==> config.mk <==
export PLATFORM = sky130hd
export DESIGN_NAME = rs_alu
export DESIGN_NICKNAME = d
export VERILOG_FILES = /design/src/rtl/rs_alu_pkg.sv /design/src/rtl/rs_alu_select.sv /design/src/rtl/rs_alu.sv
export SDC_FILE = /design/constraint.sdc
export NUM_CORES = 2
export LEC_CHECK = 0
export ABC_AREA = 1
export CORE_ASPECT_RATIO = 1.25
export CORE_MARGIN = 2
export CORE_UTILIZATION = 35
export CTS_BUF_LIST = sky130_fd_sc_hd__clkbuf_8 sky130_fd_sc_hd__clkbuf_16
export DETAILED_ROUTE_END_ITERATION = 7
export REMOVE_ABC_BUFFERS = 1
export SYNTH_ARGS = -nofsm -noshare
export SYNTH_HDL_FRONTEND = slang
export SYNTH_SLANG_ARGS = --single-unit
==> constraint.sdc <==
create_clock -name in_clk -period 3.95 [get_ports in_clk]
set_clock_uncertainty 0.05 [all_clocks]
set_input_delay 0.79 -clock in_clk [delete_from_list [all_inputs] [get_ports in_clk]]
set_output_delay 0.79 -clock in_clk [all_outputs]
set_load 0.01 [all_outputs]
==> src/rtl/rs_alu_pkg.sv <==
// Shared types for the ALU reservation station.
// Entry layout, op encodings and the wakeup helper.
package rs_alu_pkg;

    localparam int GPR_SIZE     = 64;
    localparam int ROB_IDX_SIZE = 5;

    typedef enum logic [3:0] {
        FU_OP_PASS_A = 4'd0,
        FU_OP_PASS_B = 4'd1,
        FU_OP_PLUS   = 4'd2,
        FU_OP_MINUS  = 4'd3,
        FU_OP_AND    = 4'd4,
        FU_OP_ORR    = 4'd5,
        FU_OP_EOR    = 4'd6,
        FU_OP_CSEL   = 4'd7
    } fu_op_t;

    typedef logic [3:0] nzcv_t;

    typedef struct packed {
        logic                    valid;
        fu_op_t                  fu_op;
        logic [GPR_SIZE-1:0]     val_a;
        logic [GPR_SIZE-1:0]     val_b;
        logic                    a_ready;
        logic                    b_ready;
        logic [ROB_IDX_SIZE-1:0] a_tag;
        logic [ROB_IDX_SIZE-1:0] b_tag;
        logic [ROB_IDX_SIZE-1:0] dst;
        logic                    set_nzcv;
        nzcv_t                   nzcv;
        logic                    nzcv_ready;
        logic [ROB_IDX_SIZE-1:0] nzcv_tag;
    } rs_entry_t;

    // Only pending fields of a valid entry may capture the broadcast.
    function automatic rs_entry_t rs_wake(
        input rs_entry_t                e,
        input logic                     done,
        input logic [ROB_IDX_SIZE-1:0]  tag,
        input logic [GPR_SIZE-1:0]      value,
        input logic                     set_nzcv,
        input nzcv_t                    nzcv
    );
        rs_entry_t r;
        r = e;
        if (done && e.valid) begin
            if (!e.a_ready && e.a_tag == tag) begin
                r.val_a   = value;
                r.a_ready = 1'b1;
            end
            if (!e.b_ready && e.b_tag == tag) begin
                r.val_b   = value;
                r.b_ready = 1'b1;
            end
            if (set_nzcv && !e.nzcv_ready && e.nzcv_tag == tag) begin
                r.nzcv       = nzcv;
                r.nzcv_ready = 1'b1;
            end
        end
        return r;
    endfunction

endpackage

==> src/rtl/rs_alu_select.sv <==
// Priority picker: lowest-index ready entry.
// found is low when no entry is ready.
module rs_select
    import rs_alu_pkg::*;
#(
    parameter int N = 4
) (
    input  logic [N-1:0]         ready,
    output logic [$clog2(N)-1:0] idx,
    output logic                 found
);

    localparam int W = $clog2(N);

    always_comb begin
        idx   = '0;
        found = 1'b0;
        for (int i = N - 1; i >= 0; i--) begin
            if (ready[i]) begin
                idx   = W'(i);
                found = 1'b1;
            end
        end
    end

endmodule

==> src/rtl/rs_alu.sv <==
// ALU reservation station: collapsing queue, oldest-ready issue.
// Snoops the FU result broadcast to wake pending operands.
module rs_alu
    import rs_alu_pkg::*;
#(
    parameter int RS_SIZE = 4
) (
    input  logic                    in_clk,
    input  logic                    in_rst,
    input  logic                    in_flush,
    input  logic                    in_dispatch_valid,
    input  fu_op_t                  in_dispatch_fu_op,
    input  logic [GPR_SIZE-1:0]     in_dispatch_val_a,
    input  logic [GPR_SIZE-1:0]     in_dispatch_val_b,
    input  logic                    in_dispatch_a_ready,
    input  logic                    in_dispatch_b_ready,
    input  logic [ROB_IDX_SIZE-1:0] in_dispatch_a_rob_index,
    input  logic [ROB_IDX_SIZE-1:0] in_dispatch_b_rob_index,
    input  logic [ROB_IDX_SIZE-1:0] in_dispatch_dst_rob_index,
    input  logic                    in_dispatch_set_nzcv,
    input  nzcv_t                   in_dispatch_nzcv,
    input  logic                    in_dispatch_nzcv_ready,
    input  logic [ROB_IDX_SIZE-1:0] in_dispatch_nzcv_rob_index,
    output logic                    out_dispatch_ready,
    input  logic                    in_fu_done,
    input  logic [ROB_IDX_SIZE-1:0] in_fu_dst_rob_index,
    input  logic [GPR_SIZE-1:0]     in_fu_value,
    input  logic                    in_fu_set_nzcv,
    input  nzcv_t                   in_fu_nzcv,
    input  logic                    in_fu_alu_ready,
    output logic                    out_fu_alu_start,
    output fu_op_t                  out_fu_alu_fu_op,
    output logic [GPR_SIZE-1:0]     out_fu_alu_val_a,
    output logic [GPR_SIZE-1:0]     out_fu_alu_val_b,
    output logic [ROB_IDX_SIZE-1:0] out_fu_alu_dst_rob_index,
    output logic                    out_fu_alu_set_nzcv,
    output nzcv_t                   out_fu_alu_nzcv
);

    localparam int IDX_W = $clog2(RS_SIZE);
    localparam int CNT_W = $clog2(RS_SIZE + 1);

    rs_entry_t          q     [RS_SIZE];
    rs_entry_t          nq    [RS_SIZE];
    rs_entry_t          w     [RS_SIZE+1];
    rs_entry_t          dent;
    logic [CNT_W-1:0]   count;
    logic [CNT_W-1:0]   next_count;
    logic [CNT_W-1:0]   slot;
    logic [RS_SIZE-1:0] ready_vec;
    logic [IDX_W-1:0]   sel;
    logic               found;
    logic               issue;
    logic               accept;

    assign out_dispatch_ready = (count < CNT_W'(RS_SIZE));

    always_comb begin
        for (int i = 0; i < RS_SIZE; i++) begin
            ready_vec[i] = q[i].valid & q[i].a_ready
                         & q[i].b_ready & q[i].nzcv_ready;
        end
    end

    rs_select #(.N(RS_SIZE)) u_select (
        .ready (ready_vec),
        .idx   (sel),
        .found (found)
    );

    assign issue  = found & in_fu_alu_ready & ~in_flush & ~in_rst;
    assign accept = in_dispatch_valid & out_dispatch_ready
                  & ~in_flush & ~in_rst;

    always_comb begin
        dent            = '0;
        dent.valid      = 1'b1;
        dent.fu_op      = in_dispatch_fu_op;
        dent.val_a      = in_dispatch_val_a;
        dent.val_b      = in_dispatch_val_b;
        dent.a_ready    = in_dispatch_a_ready;
        dent.b_ready    = in_dispatch_b_ready;
        dent.a_tag      = in_dispatch_a_rob_index;
        dent.b_tag      = in_dispatch_b_rob_index;
        dent.dst        = in_dispatch_dst_rob_index;
        dent.set_nzcv   = in_dispatch_set_nzcv;
        dent.nzcv       = in_dispatch_nzcv;
        dent.nzcv_ready = in_dispatch_nzcv_ready;
        dent.nzcv_tag   = in_dispatch_nzcv_rob_index;
        dent = rs_wake(dent, in_fu_done, in_fu_dst_rob_index,
                       in_fu_value, in_fu_set_nzcv, in_fu_nzcv);
    end

    // Wake every slot, then collapse over the issued slot.
    always_comb begin
        for (int i = 0; i < RS_SIZE; i++) begin
            w[i] = rs_wake(q[i], in_fu_done, in_fu_dst_rob_index,
                           in_fu_value, in_fu_set_nzcv, in_fu_nzcv);
        end
        w[RS_SIZE] = '0;
        for (int i = 0; i < RS_SIZE; i++) begin
            if (issue && i >= int'(sel)) nq[i] = w[i+1];
            else                         nq[i] = w[i];
        end
        slot = count - CNT_W'(issue);
        if (accept) nq[slot[IDX_W-1:0]] = dent;
        next_count = count - CNT_W'(issue) + CNT_W'(accept);
    end

    always_ff @(posedge in_clk) begin
        if (in_rst) begin
            for (int i = 0; i < RS_SIZE; i++) q[i] <= '0;
            count                    <= '0;
            out_fu_alu_start         <= 1'b0;
            out_fu_alu_fu_op         <= FU_OP_PASS_A;
            out_fu_alu_val_a         <= '0;
            out_fu_alu_val_b         <= '0;
            out_fu_alu_dst_rob_index <= '0;
            out_fu_alu_set_nzcv      <= 1'b0;
            out_fu_alu_nzcv          <= '0;
        end else if (in_flush) begin
            for (int i = 0; i < RS_SIZE; i++) q[i] <= '0;
            count            <= '0;
            out_fu_alu_start <= 1'b0;
        end else begin
            for (int i = 0; i < RS_SIZE; i++) q[i] <= nq[i];
            count            <= next_count;
            out_fu_alu_start <= issue;
            if (issue) begin
                out_fu_alu_fu_op         <= q[sel].fu_op;
                out_fu_alu_val_a         <= q[sel].val_a;
                out_fu_alu_val_b         <= q[sel].val_b;
                out_fu_alu_dst_rob_index <= q[sel].dst;
                out_fu_alu_set_nzcv      <= q[sel].set_nzcv;
                out_fu_alu_nzcv          <= q[sel].nzcv;
            end
        end
    end

endmodule

## Yosys cells after proc, flatten, opt, wreduce, memory -nomap -nowiden

Memory sizes are Yosys's and may differ from the RTL's. A register that Yosys moved wholly into a read port is not among the register bits.
Index checks and enable logic that the tools add are counted.
W data, S select, Z words.

- Input bits: 240
- Memories kept: 1
- RAM bits: 644
- Register bits: 4
- Output and inout port bits: 144
- Word-level logic and storage cells: 167

Memory list:

| memory | depth | width | read ports | clocked after memory_dff | wr ports | line | source |
|---|---|---|---|---|---|---|---|
| q | 4 | 161 | 5 | 1 | 4 | rs_alu.sv:43 | `rs_entry_t q [RS_SIZE];` |

- Order comparisons: 6
- $add $sub $neg: 2
- Bitwise operators: 29
- Multiplexer cells: 67
- Equal/unequal tests: 15
- Reduce and logical (&&, ||, !) cells: 45

Operators by type and width:

| cell | count |
|---|---|
| $mux W161 | 13 |
| $mux W130 | 5 |
| $bwmux W644 | 1 |
| $mux W644 | 1 |
| $mux W64 | 10 |
| $demux W161 S2 | 1 |
| $eq A5 B5 Y1 | 15 |
| $mux W5 | 10 |
| $logic_and A1 B1 Y1 | 28 |
| $mux W1 | 22 |
| $and A1 B1 Y1 | 18 |
| $logic_not A1 Y1 | 15 |
| $mux W2 | 4 |
| $or A1 B1 Y1 | 8 |
| $ge A1 B2 Y1 const A | 2 |
| $add A3 B1 Y3 | 1 |
| $ge A3 B3 Y1 const B | 1 |
| $lt A3 B1 Y1 const B | 1 |
| $lt A3 B3 Y1 const B | 1 |
| $not A2 Y3 | 1 |
| $sub A3 B1 Y3 | 1 |
| $ge A2 B2 Y1 const A | 1 |
| $not A1 Y1 | 2 |
| $reduce_and A2 Y1 | 1 |
| $reduce_or A2 Y1 | 1 |

## Logic depth before layout (Yosys ltp)

An unclocked memory read counts as a cell.

- Word-level depth: 20
- Depth in mapped cells: 20
- Depth with buffers taken out: 17

## Cells and area by module

From an unflattened synthesis, not the netlist that was laid out.

- Cells, all modules: 9090
- Area total of the unflattened synthesis: 58075.7 µm²

By module, submodules not included:

| module | area each (µm²) | cells an instance | times used |
|---|---|---|---|
| rs_alu | 58039.4 | 9082 | 1 |
| rs_select | 36.3 | 8 | 1 |

## Least setup slack after synthesis

Ideal clock, no wire load.

- Path type: input -> register
- From: input in_rst
- To: memory q[1][10] (netlist name), data pin
- Setup time: 256 ps
- Arrival time: 3331 ps
- Buffers on the path: 6
- Stages: 18
- Required time: 3644 ps
- Slack: 313 ps
- Cells stage by stage: buf_2 > or2_1 > buf_4 > inv_4 > nand3_4 > inv_1 > buf_2 > buf_2 > ha_1 > ha_1 > inv_1 > nor2_1 > nand2_1 > clkbuf_1 > clkbuf_1 > nand3_1 > o211ai_1 > inv_1

RTL lines:

| what | line | source |
|---|---|---|
| from (decl) | rs_alu.sv:9 | `input logic in_rst,` |
| to (decl) | rs_alu.sv:43 |  |

==> Implementation_results.wiki <==
{| class="wikitable"
! Metric !! Value
|-
| Post-detailed-route count of antenna-violating nets || 0
|-
| Buffers added on ports || 383
|-
| Post-synthesis sequential element count || 790
|-
| Buf+Inv Stages, Crit Path || 4
|-
| CTS sink cnt || 790
|-
| Kind of end point of the critical path || flop
|-
| Min Clock Period, post-route || 3.57 ns
|-
| Multi-input gate area || 0.0302 mm²
|-
| Final Max Tran Viols || 0
|-
| Total CTS buffers || 93
|-
| Most used flip-flop cell after synthesis || sky130_fd_sc_hd__edfxtp_1
|-
| Synth-to-Final Area Change || 20.4%
|-
| Die outline height || 453 µm
|-
| Initial core utilization || 0.352
|-
| Layer with the highest usage after global routing || met2
|-
| Core Footprint || approximately 0.16 mm²
|-
| Cells traversed along the worst timing path || nand2_1 > nor2_1 > nor2_1 > nand2_1 > nand3_4 > inv_6 > ha_1 > ha_1 > inv_1 > nand2_1 > nand2_1 > inv_6 > buf_12 > nand3_1 > a21oi_1
|-
| CTS resizes || 0
|-
| Peak VDD IR || around 0.33 mV
|-
| Final number of hold-violating endpoints || 0
|-
| Static leakage || 0.0331 µW
|-
| Number of remaining DRC errors || 0
|-
| TritonCTS clock tree || yes
|-
| Max_cap viols || 0
|-
| Synthesized area || 0.0563 mm²
|-
| Hold-fix buffers, CTS || 0
|-
| Share of the cycle needed by the critical path after routing || 0.903
|-
| Largest cells by area after synthesis || sky130_fd_sc_hd__edfxtp_1 26%, sky130_fd_sc_hd__nand2_1 16%, sky130_fd_sc_hd__nand3_1 15%
|-
| Cell count after synthesis || 8776
|-
| Total Die Area || 0.164 mm²
|-
| Outcome || finished clean
|-
| Standard cell with the maximum stage delay on the critical path || sky130_fd_sc_hd__edfxtp_1
|-
| Setup Slack @ Placement || 0.117 ns
|-
| Slack of the critical path || 0.383 ns
|-
| Largest fanout on the critical path || 50
|-
| Number of vias per cell || 5.81
|-
| Total routing resource utilization after global routing || 0.329
|-
| Arrival time of the worst setup path || 4.07 ns
|-
| H-tree Lvls || 3
|-
| Number of flops mapped to enable cells by yosys || 483
|-
| Final Core Density || 0.424
|-
| Maximum buffer depth of the clock tree || 3
|-
| Cell seen most often among critical-path stages || sky130_fd_sc_hd__nand2_1
|-
| Met1 Resource Use GR || 0.412
|-
| Count of buffers added by post-CTS timing repair for setup || 0
|-
| Required time of the critical path || between 4 and 5 ns
|-
| Met2 Track Usage GR || 0.508
|-
| Fraction of synthesis flops using an asynchronous set or reset pin || 0
|-
| Setup TNS || 0 ns
|-
| Antenna violations before repair || 15
|-
| Via total after detailed routing || 66100
|-
| First-pass GRT wire length || 406 mm
|-
| Placement row count || 164
|-
| Portion of the post-synthesis area used by sequential elements || 0.367
|-
| Layout cells sized above 1 || 0.0436
|-
| Worst setup path category || flop to flop
|-
| Number of global-route vias before repair || 62000
|-
| Final-stage net count || 9472
|-
| Largest net degree at the start of global routing || slightly below 200
|-
| Slew at the pin closest to its max-slew limit || 1.19 ns
|-
| Setup repair after global routing missed its margin || no
|-
| Worst min-delay path class || flop to flop
|-
| Half-perimeter wire length of the detailed placement result || 160 mm
|-
| Total of endpoints with negative setup slack in the final report || 0
|-
| Clock slew seen by the registers of the worst setup and hold paths || 0.07 ns
|-
| Number of ports placed on the die boundary || between 300 and 400
|-
| Most area-hungry cell type in the Yosys netlist || sky130_fd_sc_hd__edfxtp_1
|-
| Die boundary width || 363 µm
|-
| Combined flip-flop and latch cell area || just over 0.02 mm²
|-
| Number of warning messages in the yosys log || 0
|-
| Final weighted congestion in routability-driven placement || 0.889
|-
| Startpoint type of the worst setup path || flop
|-
| Layout filler cell count || 16800
|-
| Pwr dens || 311 mW/mm²
|-
| Cell family with most CP delay || simple AND/OR/NAND/NOR gates
|-
| Worst max-slew margin expressed relative to the limit || 0.204
|-
| Share of the synthesized area in the top cell type || 0.257
|-
| Number of iterations in the first detailed-routing pass || 7
|-
| DRT Wirelength || 280 mm
|-
| First DRT Iteration DRCs || 8715
|-
| Clk root buf || sky130_fd_sc_hd__clkbuf_16
|-
| Aggregate global routing overflow || 0
|-
| Avg Synthesized Cell Area || around 6.4 µm²
|-
| Maximum clock rate || 280 MHz
|-
| Number of library cell types mapped by synthesis || 35
|-
| Delay of the slowest critical-path stage || 0.51 ns
|-
| Clock insertion delay at the later pin of the skew report || 0.75 ns
|-
| Grt met3 use || 0.0793
|-
| WL per Instance || 24.6 µm
|}
[cell type report]
cell class                 count  share of cell area
tap                         2075              0.0383
clock inverter                63             0.00672
inverter                    1198              0.0674
antenna                        3            0.000111
timing repair buffer         583              0.0999
multi-input combinational   6562               0.445
clock buffer                 111              0.0380
sequential                   790               0.305
[cell usage after synthesis, types with 3 or more instances]
cell type,instances
sky130_fd_sc_hd__nand2_1,2397
sky130_fd_sc_hd__nand3_1,1726
sky130_fd_sc_hd__inv_1,1167
sky130_fd_sc_hd__o21ai_0,503
sky130_fd_sc_hd__edfxtp_1,483
sky130_fd_sc_hd__nand4_1,446
sky130_fd_sc_hd__a21oi_1,419
sky130_fd_sc_hd__clkbuf_1,378
sky130_fd_sc_hd__nor2_1,340
sky130_fd_sc_hd__dfxtp_1,307
sky130_fd_sc_hd__buf_2,227
sky130_fd_sc_hd__o211ai_1,119
sky130_fd_sc_hd__buf_1,75
sky130_fd_sc_hd__a31oi_1,55
sky130_fd_sc_hd__buf_4,25
sky130_fd_sc_hd__clkinv_1,21
sky130_fd_sc_hd__xor2_1,19
sky130_fd_sc_hd__o21ai_1,10
sky130_fd_sc_hd__xnor2_1,10
sky130_fd_sc_hd__inv_2,9
sky130_fd_sc_hd__nor3_1,8
sky130_fd_sc_hd__nor2_2,6
sky130_fd_sc_hd__or2_2,5
sky130_fd_sc_hd__ha_1,4
sky130_fd_sc_hd__buf_6,3
sky130_fd_sc_hd__o22ai_1,3
[per-layer routing]
metal / vias up / routed length (µm)
met3: 1111 / 36000
li1: 29500 / -
met4: 22 / 18800
met1: 30800 / 105000
met2: 4681 / 121000
met5: - / 137
[power by group]
part / switching [µW] / internal [µW] / leakage (µW) / total [µW]
logic: 2020 / 837 / 0.0241 / 2860
clock network: 4030 / 5010 / 0.00160 / 9030
registers: 155 / 9050 / 0.00744 / 9210
total: 6200 / 14900 / 0.0331 / 21100
[layout by cell type (no fill, tap or decap), types with 5 or more instances in the layout]
cell                              netlist  final
sky130_fd_sc_hd__a21oi_1              419    419
sky130_fd_sc_hd__a31oi_1               55     55
sky130_fd_sc_hd__buf_12                 0    115
sky130_fd_sc_hd__buf_4                 25     86
sky130_fd_sc_hd__bufinv_16              0      6
sky130_fd_sc_hd__clkbuf_16              0     93
sky130_fd_sc_hd__clkbuf_8               0     18
sky130_fd_sc_hd__clkdlybuf4s50_1        0    382
sky130_fd_sc_hd__clkinv_1              21     23
sky130_fd_sc_hd__clkinv_2               0     18
sky130_fd_sc_hd__conb_1                 1    483
sky130_fd_sc_hd__dfxtp_1              307    307
sky130_fd_sc_hd__edfxtp_1             483    483
sky130_fd_sc_hd__inv_1               1167   1187
sky130_fd_sc_hd__inv_2                  9      5
sky130_fd_sc_hd__inv_6                  0     12
sky130_fd_sc_hd__nand2_1             2397   2392
sky130_fd_sc_hd__nand3_1             1726   1723
sky130_fd_sc_hd__nand3_4                1      5
sky130_fd_sc_hd__nand4_1              446    446
sky130_fd_sc_hd__nor2_1               340    325
sky130_fd_sc_hd__nor2_4                 2     23
sky130_fd_sc_hd__nor3_1                 8      7
sky130_fd_sc_hd__o211ai_1             119    119
sky130_fd_sc_hd__o21ai_0              503    503
sky130_fd_sc_hd__o21ai_1               10     10
sky130_fd_sc_hd__or2_2                  5      5
sky130_fd_sc_hd__xnor2_1               10     10
sky130_fd_sc_hd__xor2_1                19     19
[kinds of logic after synthesis]
| logic type | count (synthesis) | synth area share |
|---|---|---|
| other cells | 1 | 0.0000666 |
| buf+inv | 1906 | 0.134 |
| compound gates | 1110 | 0.105 |
| flops | 790 | 0.367 |
| fa+ha+maj | 4 | 0.000888 |
| simple gates | 4936 | 0.389 |
| xor+xnor | 29 | 0.00451 |
[worst paths after layout]
path | startpoint | to | slack (ns) | depth (start not counted)
worst min-delay path | count[2]$_SDFF_PN0_ | count[2]$_SDFF_PN0_ | 0.42 | 1
worst max register to register | q[0][26]$_SDFFCE_PN0P_ | q[3][86]$_SDFFCE_PN0P_ | 0.38 | 15
worst min register to register | count[2]$_SDFF_PN0_ | count[2]$_SDFF_PN0_ | 0.42 | 1
worst max-delay path | q[0][26]$_SDFFCE_PN0P_ | q[3][86]$_SDFFCE_PN0P_ | 0.38 | 15
[state kept, by name (all words and copies together) (netlist names)]
| signal | count |
|---|---|
| q | 644 |
| out_fu_alu_set_nzcv | 1 |
| out_fu_alu_start | 1 |
| out_fu_alu_dst_rob_index | 5 |
| out_fu_alu_val_b | 64 |
| out_fu_alu_fu_op | 4 |
| out_fu_alu_val_a | 64 |
| count | 3 |
| out_fu_alu_nzcv | 4 |
[metrics by stage]
stage	hold slack [ns]	area, µm²	std cells	power (µW)
after floorplan	0.376	55100	8550	10800
after CTS	0.418	67800	11400	21000
after detailed placement	0.399	64800	11200	12100
after global routing	0.448	67800	11400	21600
final	0.419	67800	11400	21100
after global placement	0.395	64800	11200	12100
No activity file was read; power rests on OpenSTA's default activity.
